<file path="src/rtl/alu_result_tracer.sv">
// Capture stage for the 32-bit ALU result bus: tags each captured result with a
// free-running cycle stamp and buffers it in a first-word fall-through FIFO.
module alu_result_tracer #(
  parameter int unsigned DEPTH       = 16,
  parameter int unsigned STAMP_W     = 16,
  parameter int unsigned CHANGE_ONLY = 1
) (
  input  logic                     clk,
  input  logic                     reset,
  input  logic [31:0]              alu_result,
  input  logic                     capture_en,
  input  logic                     clear,
  input  logic                     rd_ready,
  output logic                     rd_valid,
  output logic [31:0]              rd_data,
  output logic [STAMP_W-1:0]       rd_stamp,
  output logic [$clog2(DEPTH):0]   count,
  output logic                     full,
  output logic                     overflow,
  output logic [7:0]               drop_count
);

  localparam int unsigned AW = $clog2(DEPTH);
  localparam int unsigned EW = 32 + STAMP_W;
  localparam logic [AW:0] FULL_CNT = (AW + 1)'(DEPTH);

  logic [AW-1:0]      wr_ptr_q, wr_ptr_d;
  logic [AW-1:0]      rd_ptr_q, rd_ptr_d;
  logic [AW:0]        count_q, count_d;
  logic               overflow_q, overflow_d;
  logic [7:0]         drop_q, drop_d;
  logic [STAMP_W-1:0] stamp_q, stamp_d;
  logic [31:0]        last_q, last_d;
  logic               last_vld_q, last_vld_d;
  logic [EW-1:0]      mem_q [DEPTH];
  logic [EW-1:0]      head;

  logic full_w, req, pop, push, drop;

  always_comb begin
    full_w = (count_q == FULL_CNT);
    req    = capture_en && ((CHANGE_ONLY == 0) || !last_vld_q || (alu_result != last_q));
    pop    = (count_q != '0) && rd_ready;
    // A pop in the same cycle frees the slot, so a full FIFO still accepts the push.
    push   = req && (!full_w || pop);
    drop   = req && full_w && !pop;
  end

  always_comb begin
    stamp_d    = stamp_q + STAMP_W'(1);
    wr_ptr_d   = wr_ptr_q;
    rd_ptr_d   = rd_ptr_q;
    count_d    = count_q;
    overflow_d = overflow_q;
    drop_d     = drop_q;
    last_d     = last_q;
    last_vld_d = last_vld_q;
    if (clear) begin
      wr_ptr_d   = '0;
      rd_ptr_d   = '0;
      count_d    = '0;
      overflow_d = 1'b0;
      drop_d     = '0;
      last_vld_d = 1'b0;
    end else begin
      wr_ptr_d = wr_ptr_q + AW'(push);
      rd_ptr_d = rd_ptr_q + AW'(pop);
      count_d  = count_q + (AW + 1)'(push) - (AW + 1)'(pop);
      if (push) begin
        last_d     = alu_result;
        last_vld_d = 1'b1;
      end
      if (drop) begin
        overflow_d = 1'b1;
        if (drop_q != 8'hff) drop_d = drop_q + 8'd1;
      end
    end
  end

  always_ff @(posedge clk or negedge reset) begin
    if (!reset) begin
      wr_ptr_q   <= '0;
      rd_ptr_q   <= '0;
      count_q    <= '0;
      overflow_q <= 1'b0;
      drop_q     <= '0;
      stamp_q    <= '0;
      last_q     <= '0;
      last_vld_q <= 1'b0;
    end else begin
      wr_ptr_q   <= wr_ptr_d;
      rd_ptr_q   <= rd_ptr_d;
      count_q    <= count_d;
      overflow_q <= overflow_d;
      drop_q     <= drop_d;
      stamp_q    <= stamp_d;
      last_q     <= last_d;
      last_vld_q <= last_vld_d;
    end
  end

  // Storage carries no reset; visibility is governed entirely by count and pointers.
  always_ff @(posedge clk) begin
    if (reset && push && !clear) mem_q[wr_ptr_q] <= {alu_result, stamp_q};
  end

  always_comb begin
    head       = mem_q[rd_ptr_q];
    rd_valid   = (count_q != '0);
    rd_data    = rd_valid ? head[EW-1:STAMP_W] : '0;
    rd_stamp   = rd_valid ? head[STAMP_W-1:0] : '0;
    count      = count_q;
    full       = full_w;
    overflow   = overflow_q;
    drop_count = drop_q;
  end

endmodule
</file>
<file path="config.mk">
export PLATFORM = sky130hd
export DESIGN_NAME = alu_result_tracer
export DESIGN_NICKNAME = d
export VERILOG_FILES = /design/src/rtl/alu_result_tracer.sv
export SDC_FILE = /design/constraint.sdc
export NUM_CORES = 1
export LEC_CHECK = 0
export CORE_MARGIN = 4
export CORE_UTILIZATION = 55
export DETAILED_ROUTE_END_ITERATION = 8
export DONT_BUFFER_PORTS = 1
export GPL_TIMING_DRIVEN = 0
export PLACE_DENSITY_LB_ADDON = 0.2
export SETUP_SLACK_MARGIN = 0.05
export SYNTH_ARGS = -nofsm -noshare
export SYNTH_HDL_FRONTEND = slang
export SYNTH_SLANG_ARGS = --single-unit
export TNS_END_PERCENT = 100
</file>
<file path="constraint.sdc">
create_clock -name clk -period 21.2 [get_ports clk]
set_clock_uncertainty 0.2 [all_clocks]
set_input_delay 6.36 -clock clk [delete_from_list [all_inputs] [get_ports clk]]
set_output_delay 6.36 -clock clk [all_outputs]
set_load 0.03 [all_outputs]
</file>
==> results.md <==
* Slew HR at between 10% and 20%
* Adder and majority cell fraction of the synthesized area at less than 1%
* Leading area contributor after synthesis: edfxtp_1
* Clock power frac at 35.5%
* Area grow syn2layout at 14.8%
* Largest net degree at the start of global routing at 73
* Leakage at between 10 and 15 nW
* Tcrit/Tclk final at 49.3%
* CP startpoint: rd_ptr_q[1]
* Worst-path clk slew at 0.06 ns
* Worst Slack Setup Final at around 11 ns
* IO buf count at 0
* # resized after CTS at 0
* Crit-path max FO at 10
* Synthesized flop and latch total at 839
* Vias in the first global route at 16200
* Antenna Cells at 0
* Share of layout cells above drive strength 1 at about a third
* Ys Warns at 0
* Worst hold slack at 0.331 ns
* RD Place Congestion at approximately 0.73
* Worst path max stage delay at 0.76 ns
* Post-synthesis net count at 1484
* Slowest stage cell, crit path: clkbuf_1
* Max Freq at 95.6 MHz
* Pre-antenna DRT Iters at 5
* Post-CTS Setup Inserts at 0
* Vias/cell at just over 6
* Compound-Gate Fraction of Synth Area at 0.324%
* Syn avg cell area at 22.9 um2
* Internal Power at around 3 mW
* Post-synth ARST share at 8.46%
* Initial core utilization at 55.6%
* Ports at slightly above 100
* Kind of critical path: reg2out
* Clk Latency, worst-skew pair at 0.63 ns
* DP HPWL at 49.0 mm
* Hold crit path type: reg2reg
* CTS Buf Count at 83
* Post-synthesis mux area share at between 10% and 20%
* Setup crit end kind: output port
* Sequential fraction of the synthesis area at 75.7%
* GRT met1 Usage at 34.5%
* Fin crit period at 10.46 ns
* Final Hold Vio Count at 0
* H-tree depth at 3
* CP bufs+invs at 2
* Synth top area share at a little over two thirds
* Setup violators final at 0
* Initial antenna violation count at 2
* Die W at between 200 and 300 um
* Peak supply drop at 0.0729 mV
* Largest family of logic cells by synthesized area: multiplexers
* Post-Synthesis Cells at 1435
* Drt total wl at 72.8 mm
* Post-synthesis cell area at 32800 um2
* Via count at 15500
* TritonCTS clock tree: done
* Switching Share at a little over a quarter
* Simple-gate area share of the yosys netlist at 2.83%
* Place WS at about 11 ns
* Final Power at 4.13 mW
* Worst hold start: last_q[0]
* CTS Hold Bufs at 0
* Power Density at 110 nW/um2
* Area after DPL at between 30000 and 40000 um2
* Final Max Slew Viols at 0
* Arrival time worst endpoint at ~3.9 ns
* Drc violations at 0
* Starting DRT DRC Count at ~1600
* Final Cell Area at 37700 um2
* Number of synthesized flops with an enable pin at about 770
* Setup TNS Final at 0 ns
* Worst-Margin Slew at ~1.3 ns
* Routed length per placed instance at around 29 um
* M2 GR Usage at 37.4%
* Gr ovfl total at 0
* Critical path, cell by cell: clkbuf_1 > clkbuf_1 > mux4_2 > mux4_2 > and2_1
* Crit-path leading delay family: buffers and inverters
* FILL cells at 3890
* Critical Path Start Type: register
* First-pass GRT wire length at 109 mm
* GRT Overall Usage at 23.6%
* Final core utilization at a little under two thirds
* Die area at 63600 um2
* Antenna viol nets, final at 0
* Comb power frac at 19.6%
* Status: finished, final reports clean
* Vert. Die Dim at ~250 um
* Core area at 59000 um2
* Placed Cells at around 2300
* Maxcap violations at 0
* Register share of total power at around 45%
* Nets at 1708
* Synth top area cells: edfxtp_1 70%, mux4_2 16%, dfrtp_1 5.4%
* CTS Root Cell: clkbuf_16
* RSZ-0062 raised after global routing: no
* Final Non-Filler Cells at between 2000 and 3000
* GR Util met3 at 4.96%
* XOR/XNOR Fraction of Synth Area at 1.41%
* CTS Sinks at 839
* Net Sw Power at 1.11 mW
* Global route hottest layer: met2
* Ys flop type: edfxtp_1
* Req. time, crit path at 14.64 ns
* CTS max path bufs at 3
* Worst r2r src: last_q[30]
* Row count at 89
* Netlist cell types at between 40 and 50
==> synth_stat cells, types with 10 or more instances <==
cell type / number
nor4_1: 23
buf_2: 19
nand3_1: 12
mux4_2: 240
xor2_1: 33
nand2_1: 11
mux2_4: 31
xnor2_1: 20
and2_1: 49
nor2b_1: 10
clkbuf_1: 43
inv_1: 10
ha_1: 11
nor2_1: 16
dfrtp_1: 71
edfxtp_1: 768
==> power groups by stage <==
stage	sequential [mW]	combinational [mW]	clock, mW
finish	1.86	0.808	1.47
global route	1.86	0.863	1.57
CTS	1.85	0.825	1.49
detailed placement	1.89	0.820	0
global placement	1.89	0.807	0
floorplan	1.88	0.621	0
==> final cells by class <==
cell class / instances / area, um2 / area share, %
multi-input combinational: 516 / 7690 / 20.4
clock buffer: 119 / 2310 / 6.14
sequential: 839 / 24800 / 65.9
inverter: 10 / 37.5 / 0.0996
clock inverter: 35 / 407 / 1.08
tap: 773 / 967 / 2.57
timing repair buffer: 139 / 1080 / 2.86
buffer: 70 / 360 / 0.956
==> routing by layer <==
metal,wire (um),vias to the layer above
met5,0,-
met4,1300,0
met3,6060,89
met2,35800,655
met1,29600,8334
li1,-,6461
==> flip-flops by register name, summed over array words and instances, names as in the netlist <==
name        cells
wr_ptr_q        4
overflow        1
count           5
last_vld_q      1
stamp_q        16
last_q         32
rd_ptr_q        4
mem_q         768
drop_count      8
==> final timing paths <==
check | endpoint | slack [ns] | cells after the start
setup / recovery | rd_data[31] | 10.74 | 5
hold / removal | last_q[0] | 0.33 | 1
setup reg to reg | count[4] | 16.55 | 14
hold reg to reg | last_q[0] | 0.33 | 1
max in group asynchronous | stamp_q[4] | 15.39 | 0
min in group asynchronous | count[0] | 5.23 | 0
==> placed cells by master, fill, tap and decap left out, types with 5 or more instances in the layout <==
cell type  Yosys  routed
inv_1         10      10
buf_4          0     130
clkbuf_16      0      84
nand4_1        8       8
nand2b_1       8       8
xnor2_1       20      20
clkinv_1       0       5
edfxtp_1     768     768
bufinv_16      0       8
ha_1          11      11
clkinv_2       0      14
buf_6          2      11
dfrtp_1       71      71
a21oi_1        9       9
mux4_2       240     240
and3_1         6       6
nor2_1        16      16
nor2b_1       10      10
nor4_1        23       6
nand3_1       12      12
clkbuf_8       1       9
clkbuf_1      43      70
inv_6          0       6
and2_1        49      49
nand2_1       11      11
buf_2         19      19
nor4_2         0      17
mux2_4        31      31
xor2_1        33      33
==> kinds of logic (layout without fill, tap and decap cells) <==
logic type / count (synthesis) / in the layout
AOI/OAI and AO/OA: 18 / 18
adders and majority gates: 12 / 12
DFF: 839 / 839
muxes: 276 / 276
and+or+nand+nor: 157 / 157
xor gates and xnor gates: 53 / 53
buffers and inverters: 80 / 373
Note: power is estimated with default switching activity, not from simulation.
